<file path="config.mk">
export PLATFORM = sky130hd
export DESIGN_NAME = fifo_rd_ctrl_flat
export DESIGN_NICKNAME = d
export VERILOG_FILES = /design/src/rtl/fifo_rd_if.sv /design/src/rtl/fifo_rd_ctrl.sv /design/src/flat_wrapper.sv
export SDC_FILE = /design/constraint.sdc
export NUM_CORES = 1
export LEC_CHECK = 0
export BUFFER_PORTS_ARGS = -buffer_cell sky130_fd_sc_hd__buf_2
export CAP_MARGIN = 20
export CORE_UTILIZATION = 48
export CTS_CLUSTER_SIZE = 14
export DETAILED_ROUTE_END_ITERATION = 10
export GPL_TIMING_DRIVEN = 0
export MAX_ROUTING_LAYER = met4
export PLACE_DENSITY = 0.74
export SLEW_MARGIN = 5
export SYNTH_ARGS = -nofsm -noshare
export SYNTH_HDL_FRONTEND = slang
export SYNTH_SLANG_ARGS = --single-unit
export TNS_END_PERCENT = 100
</file>
<file path="constraint.sdc">
create_clock -name rd_clk -period 3 [get_ports rd_clk]
set_input_delay 0.15 -clock rd_clk [delete_from_list [all_inputs] [get_ports rd_clk]]
set_output_delay 0.15 -clock rd_clk [all_outputs]
set_load 0.01 [all_outputs]
</file>
<file path="src/rtl/fifo_rd_if.sv">
// Consumer-side valid/ready bus for the dual-clock FIFO read controller.
interface fifo_rd_if #(
  parameter int unsigned data_size = 8
);
  logic                 rd_valid;
  logic [data_size-1:0] rd_data;
  logic                 rd_ready;

  modport master (output rd_valid, output rd_data, input rd_ready);
  modport slave  (input rd_valid, input rd_data, output rd_ready);
endinterface

</file>
<file path="src/rtl/fifo_rd_ctrl.sv">
// Read-side controller for the dual-clock FIFO: synchronises the write
// Gray pointer, generates empty, drives the memory read address and hides
// the one-cycle memory latency behind a 2-entry first-word-fall-through
// output stage.
// Optional: define FIFO_RD_LEVEL_EN to add the registered rd_level output.
module fifo_rd_ctrl #(
  parameter int unsigned data_size = 8,
  parameter int unsigned add_size  = 4
) (
  input  logic                 rd_clk,
  input  logic                 rd_rst_n,
  input  logic [add_size:0]    wr_ptr_gray,
  output logic [add_size-1:0]  rd_addr,
  input  logic [data_size-1:0] mem_data,
  output logic [add_size:0]    rd_ptr_gray,
  output logic                 empty,
`ifdef FIFO_RD_LEVEL_EN
  output logic [add_size:0]    rd_level,
`endif
  fifo_rd_if.master            rd_if
);

  localparam int unsigned PW = add_size + 1;

  typedef enum logic [1:0] {S_EMPTY = 2'd0, S_ONE = 2'd1, S_TWO = 2'd2} buf_state_t;

  buf_state_t           state, state_next;
  logic [PW-1:0]        rbin, rbin_next;
  logic [PW-1:0]        rgray_next;
  logic [PW-1:0]        wq1, wq2;
  logic                 inflight;
  logic                 rd_valid_q, rd_valid_next;
  logic [data_size-1:0] head, head_next;
  logic [data_size-1:0] second, second_next;
  logic                 empty_next;
  logic                 pop_c, fetch_c;
  logic [1:0]           count_c;
  logic [2:0]           occ_c;

  assign rd_addr        = rbin[add_size-1:0];
  assign rd_if.rd_valid = rd_valid_q;
  assign rd_if.rd_data  = head;

  // Fetch decision, pointer advance, empty flag and output-stage transitions.
  always_comb begin
    state_next    = state;
    head_next     = head;
    second_next   = second;
    count_c       = 2'd0;
    pop_c         = rd_valid_q && rd_if.rd_ready;

    case (state)
      S_ONE:   count_c = 2'd1;
      S_TWO:   count_c = 2'd2;
      default: count_c = 2'd0;
    endcase

    // Never let buffered plus in-flight words exceed the two buffer slots.
    occ_c      = 3'(count_c) + 3'(inflight) - 3'(pop_c);
    fetch_c    = !empty && (occ_c < 3'd2);
    rbin_next  = rbin + PW'(fetch_c);
    rgray_next = rbin_next ^ (rbin_next >> 1);
    empty_next = (rgray_next == wq2);

    // A word fetched last edge lands on mem_data now and is pushed in.
    case (state)
      S_EMPTY: begin
        if (inflight) begin
          state_next = S_ONE;
          head_next  = mem_data;
        end
      end
      S_ONE: begin
        if (inflight && pop_c) begin
          head_next = mem_data;
        end else if (inflight) begin
          state_next  = S_TWO;
          second_next = mem_data;
        end else if (pop_c) begin
          state_next = S_EMPTY;
        end
      end
      S_TWO: begin
        if (pop_c) begin
          state_next = S_ONE;
          head_next  = second;
        end
      end
      default: state_next = S_EMPTY;
    endcase

    rd_valid_next = (state_next != S_EMPTY);
  end

  // State, pointers, synchroniser and output-stage registers.
  always_ff @(posedge rd_clk or negedge rd_rst_n) begin
    if (!rd_rst_n) begin
      state       <= S_EMPTY;
      rbin        <= '0;
      rd_ptr_gray <= '0;
      wq1         <= '0;
      wq2         <= '0;
      empty       <= 1'b1;
      inflight    <= 1'b0;
      rd_valid_q  <= 1'b0;
      head        <= '0;
      second      <= '0;
    end else begin
      state       <= state_next;
      rbin        <= rbin_next;
      rd_ptr_gray <= rgray_next;
      wq1         <= wr_ptr_gray;
      wq2         <= wq1;
      empty       <= empty_next;
      inflight    <= fetch_c;
      rd_valid_q  <= rd_valid_next;
      head        <= head_next;
      second      <= second_next;
    end
  end

`ifdef FIFO_RD_LEVEL_EN
  logic [PW-1:0] wq2_bin_c;

  // Gray-to-binary conversion of the synchronised write pointer.
  always_comb begin
    wq2_bin_c         = '0;
    wq2_bin_c[PW-1]   = wq2[PW-1];
    for (int i = int'(PW) - 2; i >= 0; i--) begin
      wq2_bin_c[i] = wq2_bin_c[i+1] ^ wq2[i];
    end
  end

  // Unread words still in memory, excluding the output stage.
  always_ff @(posedge rd_clk or negedge rd_rst_n) begin
    if (!rd_rst_n) begin
      rd_level <= '0;
    end else begin
      rd_level <= wq2_bin_c - rbin_next;
    end
  end
`endif

endmodule
</file>
<file path="src/flat_wrapper.sv">
// flat-port wrapper written by rule: the top's interface ports become plain ports
module fifo_rd_ctrl_flat 
#(
  parameter int unsigned data_size = 8,
  parameter int unsigned add_size  = 4
)
  (rd_clk, rd_rst_n, wr_ptr_gray, rd_addr, mem_data, rd_ptr_gray, empty, rd_if_rd_valid, rd_if_rd_data, rd_if_rd_ready);
  fifo_rd_if #(.data_size(data_size)) rd_if_i ();
  input  logic rd_clk;
  input  logic rd_rst_n;
  input  logic [add_size:0] wr_ptr_gray;
  output logic [add_size-1:0] rd_addr;
  input  logic [data_size-1:0] mem_data;
  output logic [add_size:0] rd_ptr_gray;
  output logic empty;
  output wire logic [$bits(rd_if_i.rd_valid)-1:0] rd_if_rd_valid;
  output wire logic [$bits(rd_if_i.rd_data)-1:0] rd_if_rd_data;
  input wire logic [$bits(rd_if_i.rd_ready)-1:0] rd_if_rd_ready;
  assign rd_if_rd_valid = rd_if_i.rd_valid;
  assign rd_if_rd_data = rd_if_i.rd_data;
  assign rd_if_i.rd_ready = rd_if_rd_ready;
  fifo_rd_ctrl #(.data_size(data_size), .add_size(add_size)) u_core (.rd_clk(rd_clk), .rd_rst_n(rd_rst_n), .wr_ptr_gray(wr_ptr_gray), .rd_addr(rd_addr), .mem_data(mem_data), .rd_ptr_gray(rd_ptr_gray), .empty(empty), .rd_if(rd_if_i));
endmodule
</file>
==> results by stage, run 1 <==
Route:
- In the final routed layout, each cell accounts on average for 13.5 µm.
- The routed layout has 1,074 vias.
- The final wirelength is 3.01 mm.
- The iteration count of the initial detailed-routing pass is 4.
- The per-cell via count in the routed design is 4.82.
- The remaining routing DRC violations is 0.
- The detail route stage leaves a number of antenna-violating nets equal to 0.
- The first routing iteration left 34 violations.

Timing:
- Setup slack closes at 0.188 ns.
- The actual transition at the worst max-transition pin is 0.847 ns.
- The minimum clock period is 2.81 ns.
- The worst max-slew margin expressed relative to the limit is 0.435.
- The number of max-slew violations in the final report is 0.
- Setup repair after global routing left no endpoint under its margin.
- The count of endpoints failing hold in the final timing report came to 0.
- Final hold analysis gives a worst-case slack of 0.0389 ns.
- After routing, the total negative slack on setup checks comes to 0 ns.
- The final period utilization is 0.937.
- For this run, the top clock speed supported by timing is 0.356 GHz.
- The clock tree skew after final layout is 0.00688 ns.
- The final setup violation count is 0.

Setup path:
- The setup path with the least slack is of type reg2reg.
- The origin of the critical flop-to-flop path is u_core.rd_if.rd_valid.
- The data arrival time of the critical path is 3.08 ns.
- STA classifies the critical path endpoint as a flop.
- The kind of start point of the critical path is a flop.
- The number of cells on the worst reg-to-reg path is 12.
- The setup slack of the most critical reg-to-reg path is 0.19 ns.
- The worst reg2reg path endpoint is u_core.empty.
- The most critical setup path has its startpoint at u_core.rd_if.rd_valid.
- The largest fanout of any net on the critical path is 7.
- For the worst setup path, the data required time is 3.26 ns.

Synth:
- The cell area that synthesis handed to floorplanning was 1660 µm².
- dfrtp_1 is the most common cell in the netlist.
- Among all flip-flop cells after synthesis, the most frequent one is dfrtp_1.
- Counting every net in the synthesized netlist gives 148.
- In this run the mean area of a mapped cell was 12.8 µm².
- The count of yosys warnings during synthesis is 0.
- After technology mapping, the gate count stands at 129.
- By count the netlist is led by dfrtp_1, nand2_1, mux2_2.
- Ranked by total cell area, the synthesized netlist is headed by dfrtp_1, mux2_2, nand2_1, xnor2_1, xor2_1.
- Of all flip-flops after synthesis, the portion carrying an async set or reset was 1.00.
- The count of distinct cell types in the synthesized netlist is 29.
- Of the synthesized area, sequential elements account for 0.605.
- The flop and latch count out of synthesis is 40.
- The fraction of post-synthesis cell area in the top cell type by area is 0.590.
- The count of flip-flops with a built-in enable after synthesis is 0.
- The biggest area contributor in the post-synthesis netlist is dfrtp_1.

Clocking:
- The longest clock path from root to sink contains 2 buffers.
- TritonCTS built the clock tree.
- The clock net in this run drives a total of 40 sinks.
- The number of CTS-inserted buffers is 5.
- The total number of H-tree levels is 2.
- The insertion delay to the later sink of the worst-skew pair is 0.35 ns.
- Clock tree synthesis selected as its root buffer the cell clkbuf_4.
- The clock transition time at the flip-flop clock pins of the worst setup and hold paths is 0.12 ns.

Finish:
- The final cell count without fillers is 223.
- The area growth from synthesis to final layout is 26.6%.
- The number of nets in the layout is 197.
- The fraction of layout instances using a drive strength above 1 is 0.413.
- The filler cells instantiated in the layout total 247.
- The final standard cell utilization of the core is 0.665.
- 0 antenna diodes ended up in the layout.
- The final cell area excluding filler cells is 2100 µm².

Power and ir drop:
- IR analysis of the VDD net gives a maximum drop of 0.000477 V.
- For this design the ratio of total power to cell area is 1230 nW/µm².
- Total power for the finished layout comes to 2.58 mW.
- For this design the static power due to leakage is 0.979 nW.

Place:
- At the placement stage, the worst setup path has a slack of -0.489 ns.
- The number of input and output port buffers inserted is 34.
- The wire-length estimate of the detail-placed layout is 2.05 mm.
- The cell area after placement is 1880 µm².
- Including well taps, the total number of placed cells is 207.
- The global placer's final weighted congestion is 0.705.

Die:
- The number of placed I/O pins is 35.
- The die outline width is 60.7 µm.
- The number of placement rows is 20.
- From bottom edge to top edge, the die measures 60.7 µm.
- The area inside the core boundary is 3150 µm².
- The area enclosed by the die boundary is 3690 µm².
- The starting utilization of the core area is 0.525.

Min path:
- Along the worst hold path, the cell count comes to 2.
- The source of the worst hold timing path is mem_data[7].
- The endpoint with the worst hold slack is u_core.second[7].
- The path class of the tightest hold or removal check is in2reg.

Outcome:
- The flow ran to the end, and the final reports show no timing, DRC or antenna violations.

Global routing:
- The number of antenna violations at the first check in global routing is 0.
- The via count of the first global-routing pass is 1,148.
- In the global route stage, overall resource usage came out at 0.198.
- The pin count of the biggest net entering global routing is 41.
- The first-pass GRT wire length is 4.95 mm.
- The total overflow left after global routing is 0.

Run:
- Max-cap violations in this run came to 0.
worst max-delay path: stages (launching register included):
cell and delay [ns]:
dfrtp_1 0.40, nand2_2 0.15, xnor2_1 0.14, nand3b_1 0.11, fa_1 0.38, xnor2_1 0.15
nor3b_2 0.20, ha_2 0.24, ha_4 0.19, xor2_4 0.21, xnor2_1 0.16, mux2i_1 0.11
nor4_1 0.29
where the power goes:
group / switching, mW / internal, mW
Combinational: 0.630 / 0.669
Sequential: 0.155 / 0.766
Clock: 0.184 / 0.178
Total: 0.969 / 1.61
placed cells by master, fill, tap and decap left out, types with 2 or more instances in the layout:
cell	n
xnor2_1	8
dlygate4sd3_1	6
xor2_1	7
clkbuf_4	5
buf_4	2
mux2_2	16
dfrtp_1	39
nor2_1	3
buf_2	35
nand2_1	25
nand3b_1	2
a21oi_1	2
nand3_1	2
worst max-delay path by stage:
| stage | end | slack [ns] | depth (start not counted) |
|---|---|---|---|
| 4_1_cts | u_core.empty | 0.03 | 12 |
| 3_3_place_gp | u_core.empty | -0.37 | 11 |
| 6_report | u_core.empty | 0.19 | 12 |
| 5_1_grt | u_core.empty | 0.008 | 12 |
| 3_5_place_dp | u_core.empty | -0.49 | 11 |
| 2_1_floorplan | u_core.empty | 0.03 | 11 |
timing repair:
action                                  in CTS  in global routing
pin swaps                                    1                  1
endpoints found under the setup margin       4                  1
hold buffers                                 6                  0
resized for setup                            8                  3
buffers inserted                             1                  1
endpoints found under the hold margin       44                  0
flip-flops by register name, summed over array words and instances, names as in the netlist:
signal / cells
u_core.wq2: 5
u_core.wq1: 5
u_core.rd_ptr_gray: 4
u_core.rbin: 5
u_core.rd_if.rd_data: 8
u_core.rd_if.rd_valid: 1
u_core.second: 8
u_core.empty: 1
u_core.inflight: 1
u_core.state: 2
cell type report:
cell class / instances / area, µm² / share of cell area
Clock inverter: 3 / 46.3 / 0.0221
Clock buffer: 5 / 37.5 / 0.0179
Buffer: 2 / 16.3 / 0.00776
Sequential cell: 40 / 1000 / 0.478
Multi-Input combinational cell: 86 / 684 / 0.327
Timing Repair Buffer: 42 / 245 / 0.117
Tap cell: 44 / 55.1 / 0.0263
Inverter: 1 / 8.76 / 0.00418
cell families after synthesis:
| kind of cell | Yosys count | share of synthesized area |
|---|---|---|
| DFF | 40 | 0.605 |
| buffers and inverters | 3 | 0.0121 |
| xor gates and xnor gates | 17 | 0.0900 |
| muxes | 17 | 0.115 |
| adders and majority gates | 3 | 0.0272 |
| and+or+nand+nor | 41 | 0.115 |
| AOI/OAI and AO/OA | 8 | 0.0355 |
metal layers:
layer	part of all wire	global-route usage	wire [µm]	vias to the layer above
li1	-	-	-	522
met1	0.44	0.234	1330	518
met2	0.50	0.311	1510	29
met3	0.040	0.0618	120	5
met4	0.015	0.0877	45	0
met5	0	-	0	-
(Power assumes the default switching activity.)
==> run 2, diff against run 1 <==
Settings changed: CORE_ASPECT_RATIO set to 0.75.
==> run 2 against run 1 <==
Flip-flop and latch count unchanged. Die area is essentially flat. Clock skew down 0.0011 ns. Non-clock buffer count grew 1. Critical path type unchanged. Wire length down 5.1%. Count of clock-buffer cells in the layout up 1. Register-to-register slack barely moved.
==> results by stage, run 2 (synthesis gave the netlist of run 1 again) <==
Setup path:
- The kind of start point of the critical path is a flop (unchanged).
- The critical path's most frequent cell is xnor2_1 (unchanged).
- The required arrival time at the worst endpoint is 3.21 ns (was 3.26 ns).
- Ordered list of cells on the worst path: nand2_2 -> xnor2_1 -> nand3b_1 -> fa_1 -> xnor2_1 -> nor3b_2 -> ha_2 -> ha_4 -> xnor2_1 -> xnor2_1 -> xor2_1 -> nor4_2 (was nand2_2 -> xnor2_1 -> nand3b_1 -> fa_1 -> xnor2_1 -> nor3b_2 -> ha_2 -> ha_4 -> xor2_4 -> xnor2_1 -> mux2i_1 -> nor4_1).
- The worst-path cell with the longest stage delay is dfrtp_1 (unchanged).
- The largest stage delay on the critical path came to 0.38 ns (was 0.40 ns).
- The largest fanout of any net on the critical path is 7 (unchanged).
- The type of destination of the critical path is a flop (unchanged).
- The data arrival time of the critical path is 3.02 ns (was 3.08 ns).
- The classification of the worst setup path is reg2reg (unchanged).

Route:
- The final wirelength is 2.86 mm (was 3.01 mm).
- The per-cell via count in the routed design is 4.89 (was 4.82).
- The iteration count of the initial detailed-routing pass is 4 (unchanged).
- The count of antenna-violating nets left after detailed routing came to 0 (unchanged).
- The starting DRC count in detailed routing is 62 (was 34).
- The detail-routed net length per standard cell is 13.0 µm (was 13.5 µm).
- The remaining routing DRC violations is 0 (unchanged).
- The total vias in the final route is 1,075 (was 1,074).

Clocking:
- The master cell of the clock root buffer was clkbuf_8 (was clkbuf_4).
- The sink count of the clock tree is 40 (unchanged).
- The insertion delay to the later sink of the worst-skew pair is 0.29 ns (was 0.35 ns).
- The clock tree from TritonCTS was yes (unchanged).
- The clock tree buffer depth was 2 (unchanged).
- The number of CTS-inserted buffers came to 5 (unchanged).
- The total number of H-tree levels came to 2 (unchanged).
- The clock transition time at the flip-flop clock pins of the worst setup and hold paths is 0.08 ns (was 0.12 ns).

Die:
- The area inside the core boundary is 3290 µm² (was 3150 µm²).
- The die outline width is 69.8 µm (was 60.7 µm).
- The starting utilization of the core area was 0.503 (was 0.525).
- The number of placement rows is 18 (was 20).
- The number of placed I/O pins is 35 (unchanged).
- The area enclosed by the die boundary is 3690 µm² (about the same).
- The die outline height is 52.9 µm (was 60.7 µm).

Timing:
- The achievable clock frequency is 0.355 GHz (was 0.356 GHz).
- The minimum setup slack in the final design is 0.184 ns (was 0.188 ns).
- The worst max-slew margin expressed relative to the limit is 0.426 (was 0.435).
- The final setup violation count came to 0 (unchanged).
- The final period utilization is 0.939 (was 0.937).
- The minimum clock period is 2.82 ns (was 2.81 ns).
- The actual transition at the worst max-transition pin is 0.861 ns (was 0.847 ns).
- The number of max-slew violations in the final report was 0 (unchanged).
- The clock tree skew after final layout came to 0.00579 ns (was 0.00688 ns).
- The count of endpoints failing hold in the final timing report is 0 (unchanged).

Power and ir drop:
- The leakage power is 1.01 nW (was 0.979 nW).
- The highest ir drop seen on vdd is 0.000494 V (was 0.000477 V).
- The power density of the placed cells came to 1250 nW/µm² (was 1230 nW/µm²).

Place:
- The half-perimeter wire length after detailed placement is 1.93 mm (was 2.05 mm).
- The placement-stage worst setup slack was -0.432 ns (was -0.489 ns).
- The number of placed cells counting well taps is 203 (was 207).
- The global placer's final weighted congestion was 0.764 (was 0.705).
- The number of input and output port buffers inserted is 34 (unchanged).

Finish:
- The number of inserted diodes is 0 (unchanged).
- The area taken by flip-flops and latches is 1000 µm² (unchanged).
- The number of filler cells placed in the layout is 267 (was 247).
- The multi-input logic area was 691 µm² (was 684 µm²).
- The final cell count without fillers is 220 (was 223).
- The number of nets in the layout is 198 (was 197).
- The fraction of layout instances using a drive strength above 1 is 0.422 (was 0.413).
- The commonest non-fill, non-tap cell in the layout is dfrtp_1 (unchanged).
- The area growth from synthesis to final layout came to 29.3% (was 26.6%).
- The final standard cell utilization of the core is 0.651 (was 0.665).
- Commonest non-fill, non-tap cells in the layout: dfrtp_1, buf_2, nand2_1 (unchanged).

Global routing:
- The residual overflow from global routing came to 0 (unchanged).
- The global-route total usage across every layer is 0.175 (was 0.198).
- The via count of the first global-routing pass is 1,001 (was 1,148).
- The first-pass GRT wire length was 4.67 mm (was 4.95 mm).
- The number of antenna violations at the first check in global routing is 0 (unchanged).
- The pin count of the biggest net entering global routing came to 41 (unchanged).

Run:
- The number of maximum-capacitance constraint violations was 0 (unchanged).

Min path:
- The kind of path behind the tightest hold check is in2reg (unchanged).

Outcome:
- Result of the run: completed (unchanged).
==> run 2: area by class of cell <==
type                    instances  area share
inverters                       1     0.00292
plain buffers                   2     0.00760
clock buffers                   6      0.0386
clock inverters                 2      0.0181
multi-input cells              86       0.323
repair buffers                 43       0.118
well taps                      40      0.0234
flip-flops and latches         40       0.468
==> run 2: final timing paths <==
path	from	endpoint	slack, ns	depth (start not counted)
setup / recovery	u_core.rd_if.rd_valid	u_core.empty	0.18	12
hold / removal	mem_data[4]	u_core.second[4]	0.11	2
setup reg to reg	u_core.rd_if.rd_valid	u_core.empty	0.18	12
hold reg to reg	u_core.wq1[4]	u_core.wq2[4]	0.35	0
max in group asynchronous	rd_rst_n	u_core.rd_if.rd_data[7]	1.95	2
min in group asynchronous	rd_rst_n	u_core.second[6]	0.51	2
==> run 2: routing by layer <==
layer / vias up / GRT usage / routed length [µm]
li1: 531 / - / -
met5: - / - / 0
met3: 5 / 0.0438 / 97
met1: 516 / 0.219 / 1290
met2: 23 / 0.272 / 1430
met4: 0 / 0.0867 / 44
==> run 2: power breakdown <==
group	internal (mW)	switching, mW
sequential	0.767	0.151
combinational	0.676	0.637
clock	0.272	0.182
==> run 2: stage by stage <==
stage               instance area [µm²]  power (mW)  hold slack, ns  TNS (ns)
global route                       2140        2.87           0.101   -0.0210
CTS                                2100        2.63          0.0969         0
floorplan                          1660        1.74          -0.146         0
finish                             2140        2.68           0.106         0
detailed placement                 1880        2.07           0.259    -0.482
global placement                   1880        1.99           0.258    -0.327
==> run 2: timing repair <==
item | in CTS | in global routing
endpoints found under the hold margin | 38 | 0
buffers inserted | 0 | 3
pin swaps | 0 | 2
hold buffers | 6 | 0
setup endpoints to repair | 3 | 1
resized for setup | 8 | 4
==> run 2: worst max-delay path, delay by kind of cell, from the launching register on <==
kind / cells / cell delay, ns
xor+xnor: 5 / 0.80
fa+ha+maj: 3 / 0.84
flops: 1 / 0.38
simple gates: 4 / 0.72
